===== src/rtl/dc_offset_pkg.sv =====
`default_nettype none
// ============================================================================
// Module   : dc_offset_pkg
// Purpose  : Shared types, default widths and the clamped ramp-step function
//            for the multi-channel DC offset register.
// Contents : DEF_WIDTH, DEF_STEP_W  default offset and step widths
//            offs_state_e           per-channel state (OFFS_IDLE, OFFS_RAMP)
//            ramp_next()            next ramp value, never overshooting target
// Config   : DC_OFFSET_SIGNED_EN (used by the channel, not here)
// Revision : 1.0  initial release
// ============================================================================
package dc_offset_pkg;

  localparam int DEF_WIDTH  = 12;
  localparam int DEF_STEP_W = 8;

  typedef enum logic [0:0] {
    OFFS_IDLE = 1'b0,
    OFFS_RAMP = 1'b1
  } offs_state_e;

  // Operands arrive already sign- or zero-extended by the caller, so one
  // wide signed subtraction covers both number formats without wrap.
  // step == 0 means "jump straight to target".
  function automatic logic signed [63:0] ramp_next(
    input logic signed [63:0] cur,
    input logic signed [63:0] tgt,
    input logic        [63:0] step
  );
    logic signed [63:0] diff;
    logic signed [63:0] mag;
    diff = tgt - cur;
    mag  = (diff < 0) ? -diff : diff;
    if ((step == 64'd0) || (mag <= signed'(step))) begin
      return tgt;
    end else if (diff > 0) begin
      return cur + signed'(step);
    end else begin
      return cur - signed'(step);
    end
  endfunction

endpackage
`default_nettype wire


===== src/rtl/dc_offset_ramp_ch.sv =====
`default_nettype none
// ============================================================================
// Module   : dc_offset_ramp_ch
// Purpose  : One offset channel: holds the committed target and walks the
//            output toward it in steps of at most 'step' per tick.
// Ports    : Clock, Reset        clock, synchronous active-high reset
//            commit, commit_val  load a new target this cycle
//            step, tick          step size (0 = immediate) and rate enable
//            dout                current channel offset
//            busy                channel is ramping (registered state)
//            busy_next           ramping state after the coming edge
// Config   : DC_OFFSET_SIGNED_EN  treat dout/target as two's complement
// Revision : 1.0  initial release
// ============================================================================
module dc_offset_ramp_ch
  import dc_offset_pkg::*;
#(
  parameter int WIDTH  = DEF_WIDTH,
  parameter int STEP_W = DEF_STEP_W
) (
  input  logic              Clock,
  input  logic              Reset,
  input  logic              commit,
  input  logic [WIDTH-1:0]  commit_val,
  input  logic [STEP_W-1:0] step,
  input  logic              tick,
  output logic [WIDTH-1:0]  dout,
  output logic              busy,
  output logic              busy_next
);

  offs_state_e        r_state;
  offs_state_e        w_state_next;
  logic [WIDTH-1:0]   r_target;
  logic [WIDTH-1:0]   r_dout;
  logic [WIDTH-1:0]   w_target_next;
  logic [WIDTH-1:0]   w_dout_next;
  logic signed [63:0] w_cur_ext;
  logic signed [63:0] w_tgt_ext;
  logic signed [63:0] w_ramp_val;
  logic               w_advance;
  logic               w_unused;

`ifdef DC_OFFSET_SIGNED_EN
  assign w_cur_ext = 64'(signed'(r_dout));
  assign w_tgt_ext = 64'(signed'(r_target));
`else
  assign w_cur_ext = 64'(r_dout);
  assign w_tgt_ext = 64'(r_target);
`endif

  assign w_ramp_val = ramp_next(w_cur_ext, w_tgt_ext, 64'(step));
  // The result always lies between dout and target, so the upper bits carry
  // nothing beyond sign/zero extension.
  assign w_unused   = ^w_ramp_val[63:WIDTH];

  // A zero step ignores the tick so the jump lands on the next edge.
  assign w_advance = (r_state == OFFS_RAMP) && ((step == '0) || tick);

  always_comb begin
    w_target_next = r_target;
    w_dout_next   = r_dout;
    w_state_next  = r_state;
    if (w_advance) begin
      w_dout_next = w_ramp_val[WIDTH-1:0];
    end
    // The step taken in a commit cycle still heads for the old target; the
    // new target is pursued from the next tick on. Re-arming is judged
    // against where dout will be after this edge.
    if (commit) begin
      w_target_next = commit_val;
      w_state_next  = (commit_val != w_dout_next) ? OFFS_RAMP : OFFS_IDLE;
    end else if ((r_state == OFFS_RAMP) && (w_dout_next == r_target)) begin
      w_state_next = OFFS_IDLE;
    end
  end

  always_ff @(posedge Clock) begin
    if (Reset) begin
      r_state  <= OFFS_IDLE;
      r_target <= '0;
      r_dout   <= '0;
    end else begin
      r_state  <= w_state_next;
      r_target <= w_target_next;
      r_dout   <= w_dout_next;
    end
  end

  assign dout      = r_dout;
  assign busy      = (r_state == OFFS_RAMP);
  assign busy_next = (w_state_next == OFFS_RAMP);

endmodule
`default_nettype wire


===== src/rtl/dc_offset_ramp_reg.sv =====
`default_nettype none
// ============================================================================
// Module   : dc_offset_ramp_reg
// Purpose  : Multi-channel DC offset register. Host writes per-channel
//            shadows; a global commit loads all targets at once; each channel
//            ramps to its target in bounded steps paced by 'tick'.
// Ports    : Clock, Reset    clock, synchronous active-high reset
//            wr_en/wr_ch/wr_data  shadow write (wr_ch >= CHANNELS ignored)
//            commit          load all shadows into targets (write-through)
//            step, tick      max change per tick (0 = jump), rate enable
//            Dout            channel n at [n*WIDTH +: WIDTH]
//            busy            per-channel ramping flags
//            done            one-cycle pulse when the last ramp completes
// Config   : DC_OFFSET_SIGNED_EN  two's complement offsets
// Revision : 1.0  initial release
// ============================================================================
module dc_offset_ramp_reg
  import dc_offset_pkg::*;
#(
  parameter  int WIDTH    = DEF_WIDTH,
  parameter  int CHANNELS = 2,
  parameter  int STEP_W   = DEF_STEP_W,
  localparam int CH_W     = (CHANNELS > 1) ? $clog2(CHANNELS) : 1
) (
  input  logic                      Clock,
  input  logic                      Reset,
  input  logic                      wr_en,
  input  logic [CH_W-1:0]           wr_ch,
  input  logic [WIDTH-1:0]          wr_data,
  input  logic                      commit,
  input  logic [STEP_W-1:0]         step,
  input  logic                      tick,
  output logic [CHANNELS*WIDTH-1:0] Dout,
  output logic [CHANNELS-1:0]       busy,
  output logic                      done
);

  logic [CHANNELS-1:0] w_busy_next;
  logic                r_done;

  for (genvar n = 0; n < CHANNELS; n++) begin : g_ch
    logic             w_wr_hit;
    logic [WIDTH-1:0] w_commit_val;
    logic [WIDTH-1:0] r_shadow;

    // Exact-match decode: an out-of-range index hits no channel.
    assign w_wr_hit     = wr_en && (wr_ch == CH_W'(n));
    assign w_commit_val = w_wr_hit ? wr_data : r_shadow;

    always_ff @(posedge Clock) begin
      if (Reset) begin
        r_shadow <= '0;
      end else if (w_wr_hit) begin
        r_shadow <= wr_data;
      end
    end

    dc_offset_ramp_ch #(
      .WIDTH  (WIDTH),
      .STEP_W (STEP_W)
    ) u_ch (
      .Clock      (Clock),
      .Reset      (Reset),
      .commit     (commit),
      .commit_val (w_commit_val),
      .step       (step),
      .tick       (tick),
      .dout       (Dout[n*WIDTH +: WIDTH]),
      .busy       (busy[n]),
      .busy_next  (w_busy_next[n])
    );
  end

  // Fires on the edge where the last ramp finishes; a commit that re-arms any
  // channel in the same cycle keeps busy_next high and suppresses it.
  always_ff @(posedge Clock) begin
    if (Reset) begin
      r_done <= 1'b0;
    end else begin
      r_done <= (|busy) && !(|w_busy_next);
    end
  end

  assign done = r_done;

endmodule
`default_nettype wire

===== config.mk =====
export PLATFORM = sky130hd
export DESIGN_NAME = dc_offset_ramp_reg
export DESIGN_NICKNAME = d
export VERILOG_FILES = /design/src/rtl/dc_offset_pkg.sv /design/src/rtl/dc_offset_ramp_ch.sv /design/src/rtl/dc_offset_ramp_reg.sv
export SDC_FILE = /design/constraint.sdc
export NUM_CORES = 1
export LEC_CHECK = 0
export ABC_CLOCK_PERIOD_IN_PS = 8700
export CAP_MARGIN = 15
export CORE_ASPECT_RATIO = 0.7
export CORE_MARGIN = 2
export CORE_UTILIZATION = 61
export CTS_CLUSTER_SIZE = 8
export DETAILED_ROUTE_END_ITERATION = 6
export GPL_TIMING_DRIVEN = 0
export PLACE_DENSITY = 0.82
export SYNTH_ARGS = -nofsm -noshare
export SYNTH_HDL_FRONTEND = slang
export SYNTH_SLANG_ARGS = --single-unit

===== constraint.sdc =====
create_clock -name Clock -period 8.7 [get_ports Clock]
set_input_delay 2.175 -clock Clock [delete_from_list [all_inputs] [get_ports Clock]]
set_output_delay 2.175 -clock Clock [all_outputs]
set_load 0.02 [all_outputs]

==> results.sh, run 1 <==
export IMPL_outcome="finished, final reports clean"
export IMPL_pin_count=53
export IMPL_slew_limit_headroom=0.378
export IMPL_clock_sinks=75
export IMPL_drc_errors=0
export IMPL_start_util=0.632
export IMPL_yosysWarnings=0
export IMPL_grt_max_degree=13
export IMPL_reg2reg_to="done"
export IMPL_clk_pin_slew_worst_paths_ns=0.06
export IMPL_finalPower_uw=2650
export IMPL_cts_resized=0
export IMPL_ys_ff_latch=75
export IMPL_synth_enable_flop_cells=0
export IMPL_finalMaxSlewViolations=0
export IMPL_drv_cap=0
export IMPL_slowest_stage="dfxtp_1"
export IMPL_dp_slack_ns=0.958
export IMPL_cts_root_buffer="clkbuf_16"
export IMPL_cp_start_kind="flop"
export IMPL_hold_viol=0
export IMPL_antenna_found_initial=0
export IMPL_wire_per_inst_microns=18.2
export IMPL_power_frac_seq=0.170
export IMPL_fin_crit_ns=7.63
export IMPL_cts_tree="yes"
export IMPL_synth_mux_area_frac=0.0418
export IMPL_numPortBuffers=50
export IMPL_worstMarginPinSlew_ns=0.925
export IMPL_async_flop_share=0
export IMPL_fp_dieW_microns=136
export IMPL_clkLatencyLatePin_ns=0.34
export IMPL_worst_hold_slack_ns=0.562
export IMPL_cts_buffers=9
export IMPL_clkPwrFrac=0.139
export IMPL_critPathArrivalTime_ns=7.83
export IMPL_finalSetupViolCount=0
export IMPL_internal_power_uw=1380
export IMPL_ant_nets=0
export IMPL_min_delay_path_class="reg2reg"
export IMPL_end_kind="flop"
export IMPL_ys_seq_area_frac=0.200
export IMPL_path_max_fanout=10
export IMPL_peakVddDrop_uv=204
export IMPL_areaGrowthSynthToFinish_pct=13.2
export IMPL_holdPathEnd="g_ch[1].r_shadow[10]"
export IMPL_postLayoutSetupSlackWorst_ns=1.07
export IMPL_overflow=0
export IMPL_fin_crit_sh=0.877
export IMPL_netSwitchingFraction=0.480
export IMPL_hold_depth=2
export IMPL_drt_iter0_drc=736
export IMPL_reg2reg_slack_ns=1.07
export IMPL_num_rows=33
export IMPL_synth_compound_area_frac=0.219
export IMPL_powerDensity_nw_per_um2=313
export IMPL_hpwl_mm=17.6
export IMPL_fin_skew_ns=0.00335
export IMPL_dr_total_vias=7664
export IMPL_core_area_sq_um=11900
export IMPL_vias_per_cell=6.36
export IMPL_netlist_area_sq_um=7490
export IMPL_grt_total_usage=0.332
export IMPL_yosysUniqueCellTypes=78
export IMPL_wl_mm=21.9
export IMPL_rsz0062_at_grt="false"
export IMPL_nets=1138
export IMPL_cts_htree_levels=3
export IMPL_grt_pass1_wl_mm=34.7
export IMPL_antenna_cells=0
export IMPL_critical_path_class="reg2reg"
export IMPL_r2r_start="g_ch[1].u_ch.r_target[1]"
export IMPL_crit_path_max_incr_delay_ns=0.59
export IMPL_drt_pre_antenna_iters=6
export IMPL_worstSetupStartpoint="g_ch[1].u_ch.r_target[1]"
export IMPL_die_y_microns=96.7
export IMPL_post_cts_buffers=0
export IMPL_required_ns=8.90
export IMPL_synth_top_family_by_area="simple AND/OR/NAND/NOR gates"
export IMPL_syn_inst=982
export IMPL_synth_simple_area_share=0.242
export IMPL_max_freq_ghz=0.131
export IMPL_hold_buffers=0
export IMPL_fin_tns_setup_ns=0
export IMPL_p_switching_uw=1270
export IMPL_min_from="g_ch[1].r_shadow[10]"
export IMPL_yosys_area_share_xor_xnor=0.129
export IMPL_synth_fa_ha_area_frac=0.119
export IMPL_synthesis_nets=1077
export IMPL_grt_pass1_vias=6621
export IMPL_worstRegToRegCells=25
export IMPL_cts_path_max_buffers=2
export IMPL_synthFlopType="dfxtp_1"
export IMPL_dieArea_sq_um=13200
export IMPL_syn_avg_cell_area_sq_um=7.63
export IMPL_p_comb_frac=0.692
export IMPL_post_route_cells_drive_above_1_share=0.0372
export IMPL_gp_congestion=0.969
export IMPL_leakagePower_uw=0.00364
[power groups by stage]
| stage | Sequential, uW | Clock (uW) | Combinational, uW |
|---|---|---|---|
| after floorplan | 454 | 0 | 1380 |
| after global placement | 452 | 0 | 1740 |
| after detailed placement | 453 | 0 | 1780 |
| after CTS | 446 | 368 | 1800 |
| after global routing | 454 | 384 | 2030 |
| final | 451 | 368 | 1840 |
[worst max-delay path: cells and delay by family (launching register included)]
kind	cells	cell delay (ns)
AND/OR/NAND/NOR	6	1.49
XOR/XNOR	2	0.34
AO/OA/AOI/OAI	13	3.86
buffers and inverters	2	0.40
flip-flops	1	0.59
adder cells (fa/ha/maj)	2	0.79
[placed cells by master, fill, tap and decap left out, drive strengths merged, types with 14 or more instances in the layout]
| cell type | instances |
|---|---|
| nand3 | 22 |
| o21ai | 45 |
| inv | 54 |
| a211oi | 32 |
| a21oi | 46 |
| o21a | 15 |
| clkdlybuf4s50 | 50 |
| nor2 | 118 |
| ha | 65 |
| clkbuf | 40 |
| nor2b | 30 |
| a21o | 14 |
| xnor2 | 56 |
| xor2 | 54 |
| nand2 | 83 |
| nor3 | 23 |
| dfxtp | 75 |
| mux2i | 29 |
[synth_stat cells, types with 11 or more instances]
cell | count | share of area
a211oi_1 | 31 | 0.031
a21o_1 | 14 | 0.014
a21oi_1 | 46 | 0.031
a31oi_1 | 11 | 0.0092
and3_1 | 13 | 0.011
clkbuf_1 | 29 | 0.015
dfxtp_1 | 75 | 0.20
ha_1 | 65 | 0.11
inv_1 | 54 | 0.027
mux2i_1 | 29 | 0.039
nand2_1 | 83 | 0.042
nand2b_1 | 13 | 0.011
nand3_1 | 22 | 0.015
nor2_1 | 118 | 0.059
nor2b_1 | 30 | 0.025
nor3_1 | 23 | 0.015
nor4_1 | 11 | 0.0092
o21a_1 | 15 | 0.015
o21ai_0 | 41 | 0.027
xnor2_1 | 56 | 0.065
xor2_1 | 54 | 0.063
[worst max path at each step]
stage	endpoint	slack, ns
6_report	done	1.07
5_1_grt	done	0.59
4_1_cts	done	1.16
3_5_place_dp	done	0.96
3_3_place_gp	done	1.10
2_1_floorplan	done	2.49
[logic make-up after synthesis]
| kind of cell | after synthesis |
|---|---|
| muxes | 31 |
| DFF | 75 |
| xor gates and xnor gates | 110 |
| adders and majority gates | 69 |
| AOI/OAI and AO/OA | 237 |
| and+or+nand+nor | 368 |
| buffers and inverters | 92 |
[per-layer routing]
| layer | global-route usage | vias to the layer above | part of all wire |
|---|---|---|---|
| met3 | 0.0739 | 39 | 0.13 |
| li1 | - | 3656 | - |
| met1 | 0.511 | 3556 | 0.45 |
| met5 | 0 | - | 0 |
| met4 | 0.0793 | 0 | 0.018 |
| met2 | 0.462 | 413 | 0.40 |
[registers in the layout (all words and copies together) (netlist names)]
signal and flops:
done 1, g_ch.r_shadow 24, g_ch.u_ch.busy 2, g_ch.u_ch.dout 24, g_ch.u_ch.r_target 24
[through the flow]
step,cell area [sq um],cells,util
6_report,8480,1205,0.716
5_1_grt,8480,1205,0.716
4_1_cts,8480,1205,0.716
3_5_place_dp,8190,1189,0.691
3_3_place_gp,8190,1189,0.691
2_1_floorplan,7490,982,-
[layout make-up]
cell class | count | area (sq um)
fillers | 986 | 3370
repair buffers | 50 | 500
clock buffers | 11 | 243
clock inverters | 5 | 52.6
plain buffers | 38 | 160
multi-input cells | 815 | 5630
flip-flops and latches | 75 | 1500
inverters | 54 | 203
well taps | 157 | 196
Note: power is estimated with default switching activity, not from simulation.
==> inputs of run 2 (changes only) <==
- CORE_UTILIZATION: 61 -> 62
- PLACE_DENSITY: 0.82 -> 0.83
- SYNTH_HIERARCHICAL: unset -> 1
==> results.sh, run 2 <==
export IMPL_outcome="finished, final reports clean"
export IMPL_dr_total_vias=8596
export IMPL_yosysUniqueCellTypes=86
export IMPL_post_route_cells_drive_above_1_share=0.0763
export IMPL_reg2reg_slack_ns=1.56
export IMPL_fp_dieW_microns=146
export IMPL_yosys_area_share_xor_xnor=0.135
export IMPL_synth_mux_area_frac=0.114
export IMPL_placed_area_sq_um=9440
export IMPL_numPortBuffers=50
export IMPL_cp_start_kind="flop"
export IMPL_critPathArrivalTime_ns=7.38
export IMPL_hold_buffers=0
export IMPL_yosys_top_cells_area="dfxtp_1, ha_1, xnor2_1"
export IMPL_mostFrequentLayoutCells="nor2_1, xnor2_1, dfxtp_1"
export IMPL_peakVddDrop_uv=210
export IMPL_die_y_microns=103
export IMPL_max_freq_ghz=0.140
export IMPL_worstRegToRegCells=24
export IMPL_grt_pass1_wl_mm=42.0
export IMPL_post_place_cells=1327
export IMPL_drv_cap=0
export IMPL_finish_instance_area_sq_um=9720
export IMPL_cts_htree_levels=3
export IMPL_num_rows=36
export IMPL_finalMaxSlewViolations=0
export IMPL_required_ns=8.93
export IMPL_clock_sinks=75
export IMPL_wire_per_inst_microns=20.0
export IMPL_leakagePower_uw=0.00413
export IMPL_synth_enable_flop_cells=0
export IMPL_synth_top_area_frac=0.173
export IMPL_synth_compound_area_frac=0.219
export IMPL_overflow=0
export IMPL_grt_pass1_vias=7855
export IMPL_cts_buffers=9
export IMPL_cts_root_buffer="clkbuf_16"
export IMPL_start_util=0.629
export IMPL_synth_top_family_by_area="compound AO/OA/AOI/OAI gates"
export IMPL_multi_input_comb_area_sq_um=6740
export IMPL_netlist_area_sq_um=8700
export IMPL_synthesis_nets=1183
export IMPL_drc_errors=0
export IMPL_finalSetupViolCount=0
export IMPL_antenna_cells=0
export IMPL_end_kind="flop"
export IMPL_fin_cells=1343
export IMPL_holdPathEnd="g_ch[0].r_shadow[2]"
export IMPL_final_common_cell="nor2_1"
export IMPL_core_area_sq_um=13800
export IMPL_grt_total_usage=0.358
export IMPL_nets=1244
export IMPL_rsz0062_at_grt="false"
export IMPL_slew_limit_headroom=0.457
export IMPL_worst_hold_slack_ns=0.477
export IMPL_yosysWarnings=6
export IMPL_hold_depth=2
export IMPL_areaGrowthSynthToFinish_pct=11.7
export IMPL_drt_pre_antenna_iters=5
export IMPL_fillCellCount=1156
export IMPL_synthFlopType="dfxtp_1"
export IMPL_min_from="g_ch[0].r_shadow[2]"
export IMPL_dieArea_sq_um=15000
export IMPL_pin_count=53
export IMPL_critical_path_class="reg2reg"
export IMPL_ant_nets=0
export IMPL_fin_util=0.703
export IMPL_ys_ff_latch=75
export IMPL_antenna_found_initial=0
export IMPL_synth_fa_ha_area_frac=0.104
export IMPL_path_max_fanout=10
export IMPL_fin_crit_ns=7.14
export IMPL_drt_iter0_drc=959
export IMPL_cts_tree="yes"
export IMPL_fin_crit_sh=0.821
export IMPL_worstMarginPinSlew_ns=0.815
export IMPL_synth_top_cell_by_area="dfxtp_1"
export IMPL_yosysMostFrequentCell="nor2_1"
export IMPL_hold_viol=0
export IMPL_async_flop_share=0
export IMPL_yosys_top_cells_count="nor2_1, xnor2_1, dfxtp_1"
export IMPL_synth_simple_area_share=0.203
export IMPL_ys_seq_area_frac=0.173
export IMPL_fin_tns_setup_ns=0
export IMPL_reg2reg_to="done"
export IMPL_regArea_sq_um=1500
export IMPL_fin_skew_ns=0.00501
export IMPL_hpwl_mm=21.1
export IMPL_clkLatencyLatePin_ns=0.34
export IMPL_min_delay_path_class="reg2reg"
export IMPL_post_cts_buffers=0
export IMPL_wl_mm=26.9
export IMPL_cts_path_max_buffers=2
export IMPL_gp_congestion=0.986
export IMPL_syn_inst=1087
export IMPL_cts_resized=0
export IMPL_powerDensity_nw_per_um2=458
export IMPL_clk_pin_slew_worst_paths_ns=0.06
export IMPL_grt_max_degree=13
export IMPL_vias_per_cell=6.40
export IMPL_r2r_start="g_ch[0].u_ch/r_target[0]"
export IMPL_syn_avg_cell_area_sq_um=8.01
==> run 2: per-stage QoR <==
step | total power (uW) | setup slack [ns]
floorplan | 3170 | 2.97
global route | 4780 | 1.14
finish | 4450 | 1.56
detailed placement | 3960 | 1.71
global placement | 3890 | 1.64
CTS | 4340 | 1.77
==> run 2: worst max-delay path by stage <==
stage	slack, ns	endpoint	cells past startpoint	start
6_report	1.56	done	24	g_ch[0].u_ch/r_target[0]
5_1_grt	1.14	done	24	g_ch[0].u_ch/r_target[0]
2_1_floorplan	2.97	done	23	g_ch[0].u_ch/dout[0]
4_1_cts	1.77	done	24	g_ch[0].u_ch/r_target[0]
3_3_place_gp	1.64	done	18	step[0]
3_5_place_dp	1.71	done	18	step[0]
==> run 2: power breakdown <==
| part | total (uW) | switching [uW] | leakage, uW | internal (uW) |
|---|---|---|---|---|
| sequential | 496 | 103 | 0.000613 | 393 |
| combinational | 3600 | 2100 | 0.00338 | 1510 |
| clock | 356 | 146 | 0.000140 | 209 |
==> run 2: critical path, cell delays in order (launching register included) <==
cell	delay, ns
dfxtp_1	0.51
inv_1	0.20
ha_1	0.25
fa_1	0.40
nand2b_1	0.20
a211oi_1	0.21
o221ai_1	0.24
xor2_1	0.29
or4b_1	0.48
o21a_1	0.18
clkbuf_1	0.25
nor2b_1	0.23
xnor2_1	0.13
ha_1	0.34
nor2b_1	0.16
o31a_1	0.26
o21ai_1	0.21
nor2b_1	0.27
xnor3_1	0.24
or4_1	0.56
a2111oi_0	0.47
a22oi_1	0.24
o32ai_1	0.27
a31oi_1	0.11
nor4_1	0.33
==> run 2: area by class of cell <==
class | count | area share
repair buffers | 50 | 0.0515
flip-flops and latches | 75 | 0.154
plain buffers | 45 | 0.0224
clock buffers | 13 | 0.0268
multi-input cells | 903 | 0.694
clock inverters | 3 | 0.00232
inverters | 64 | 0.0247
well taps | 190 | 0.0244
==> run 2: cell families (layout without fill, tap and decap cells) <==
| kind of cell | count (synthesis) | count (layout) |
|---|---|---|
| muxes | 92 | 92 |
| adders and majority gates | 70 | 70 |
| and+or+nand+nor | 345 | 345 |
| AOI/OAI and AO/OA | 268 | 268 |
| buffers and inverters | 109 | 175 |
| DFF | 75 | 75 |
| xor gates and xnor gates | 128 | 128 |
==> run 2: routing by layer <==
| metal | vias to the layer above | GRT usage | part of all wire | routed length (microns) |
|---|---|---|---|---|
| met2 | 443 | 0.535 | 0.40 | 10800 |
| met4 | 0 | 0.0913 | 0.018 | 492 |
| met5 | - | 0 | 0 | 0 |
| met1 | 4049 | 0.515 | 0.46 | 12400 |
| li1 | 4062 | - | - | - |
| met3 | 42 | 0.0912 | 0.12 | 3170 |
==> inputs of run 3 (changes only) <==
- ABC_CLOCK_PERIOD_IN_PS: 8700 -> 6450
- CORE_UTILIZATION: 62 -> 56
- PLACE_DENSITY: 0.83 -> 0.79
- clock period: 8.7 -> 6.45 ns (I/O delays scaled with it)
==> results.sh, run 3 (synthesis gave the netlist of run 2 again) <==
export IMPL_dr_total_vias=8597
export IMPL_dieArea_sq_um=16600
export IMPL_leakagePower_uw=0.00422
export IMPL_grt_total_usage=0.317
export IMPL_rsz0062_at_grt="false"
export IMPL_drc_errors=0
export IMPL_final_common_cell="nor2_1"
export IMPL_clock_sinks=75
export IMPL_fin_skew_ns=0.00868
export IMPL_antenna_cells=0
export IMPL_post_route_cells_drive_above_1_share=0.107
export IMPL_nets=1248
export IMPL_path_buf_inv=2
export IMPL_fp_dieW_microns=153
export IMPL_cts_path_max_buffers=2
export IMPL_slowest_stage="fa_1"
export IMPL_required_ns=6.69
export IMPL_clk_pin_slew_worst_paths_ns=0.06
export IMPL_cts_tree="yes"
export IMPL_core_area_sq_um=15400
export IMPL_wl_mm=26.6
export IMPL_cts_buffers=9
export IMPL_path_max_fanout=10
export IMPL_wire_per_inst_microns=19.6
export IMPL_num_rows=38
export IMPL_slew_limit_headroom=0.450
export IMPL_crit_path_max_incr_delay_ns=0.44
export IMPL_overflow=0
export IMPL_critical_path_class="reg2reg"
export IMPL_cts_htree_levels=3
export IMPL_fin_crit_sh=0.951
export IMPL_peakVddDrop_uv=301
export IMPL_powerDensity_nw_per_um2=623
export IMPL_finalSetupViolCount=0
export IMPL_die_y_microns=108
export IMPL_min_delay_path_class="reg2reg"
export IMPL_pin_count=53
export IMPL_grt_max_degree=14
export IMPL_drt_pre_antenna_iters=5
export IMPL_gp_congestion=0.959
export IMPL_hold_viol=0
export IMPL_fin_crit_ns=6.13
export IMPL_path_depth=25
export IMPL_cp_start_kind="flop"
export IMPL_finalMaxSlewViolations=0
export IMPL_fillCellCount=1336
export IMPL_mostFrequentLayoutCells="nor2_1, xnor2_1, dfxtp_1"
export IMPL_finish_instance_area_sq_um=9930
export IMPL_path_delay_family="compound AO/OA/AOI/OAI gates"
export IMPL_ant_nets=0
export IMPL_grt_pass1_wl_mm=41.8
export IMPL_cts_root_buffer="clkbuf_16"
export IMPL_areaGrowthSynthToFinish_pct=14.1
export IMPL_worstMarginPinSlew_ns=0.819
export IMPL_antenna_found_initial=0
export IMPL_end_kind="flop"
export IMPL_outcome="finished, final reports clean"
export IMPL_vias_per_cell=6.34
export IMPL_grt_pass1_vias=7842
export IMPL_drv_cap=0
export IMPL_placed_area_sq_um=9450
export IMPL_max_freq_ghz=0.163
export IMPL_clkLatencyLatePin_ns=0.35
export IMPL_hpwl_mm=20.7
export IMPL_numPortBuffers=50
export IMPL_critPathArrivalTime_ns=6.37
export IMPL_fin_tns_setup_ns=0
export IMPL_drt_iter0_drc=914
export IMPL_start_util=0.567
export IMPL_finalPower_uw=6190
export IMPL_hold_depth=2
export IMPL_worstRegToRegCells=25
export IMPL_hold_buffers=0
-- run 3: cell count changes in the layout (fill, tap and decap cells not counted), moves of 4 or more --
cell / delta
buf_4: +5
clkbuf_1: -5
dfxtp_1: -7
dfxtp_2: +7
o21ai_0: -4
-- run 3: path summary, 6_finish.rpt --
path	endpoint	slack, ns	from
max	done	0.32	g_ch[1].u_ch/r_target[0]
min	g_ch[1].r_shadow[2]	0.47	g_ch[1].r_shadow[2]
max reg2reg	done	0.32	g_ch[1].u_ch/r_target[0]
min reg2reg	g_ch[1].r_shadow[2]	0.47	g_ch[1].r_shadow[2]
-- run 3: tightest hold or removal path: cells and delay by family (launching register included) --
kind             cells  cell delay [ns]
muxes                1             0.05
DFF                  1             0.31
and+or+nand+nor      1             0.06
-- run 3: per-layer routing --
layer	share of wire	global-route usage	vias up
met3	0.11	0.0633	31
met2	0.40	0.453	442
met4	0.012	0.0688	0
li1	-	-	4061
met1	0.48	0.485	4063
met5	0	0	-
-- run 3: metrics by stage --
stage	setup slack (ns)	hold slack (ns)	std cells	util
5_1_grt	0.00895	0.495	1357	0.647
4_1_cts	0.00129	0.472	1353	0.638
3_5_place_dp	-0.440	0.464	1337	0.616
3_3_place_gp	-0.414	0.458	1337	0.616
2_1_floorplan	0.724	0.445	1087	-
6_report	0.318	0.473	1357	0.647
-- run 3: power by group --
| group | switching, uW | internal, uW | total [uW] | leakage [uW] |
|---|---|---|---|---|
| clock network | 207 | 310 | 517 | 0.000148 |
| registers | 148 | 533 | 680 | 0.000616 |
| logic | 2870 | 2120 | 4990 | 0.00345 |
-- run 3: cell type report --
type	instances	area, sq um	area share
timing repair buffer	55	538	0.0542
clock buffer	10	239	0.0241
tap	200	250	0.0252
buffer	44	219	0.0221
sequential	75	1510	0.152
clock inverter	6	65.1	0.00655
inverter	64	240	0.0242
multi-input combinational	903	6870	0.692
-- run 3: repair_timing --
item | CTS | global route
buffers inserted | 1 | 4
endpoints found under the setup margin | 2 | 3
gates resized for setup | 9 | 29
pin swaps | 1 | 7
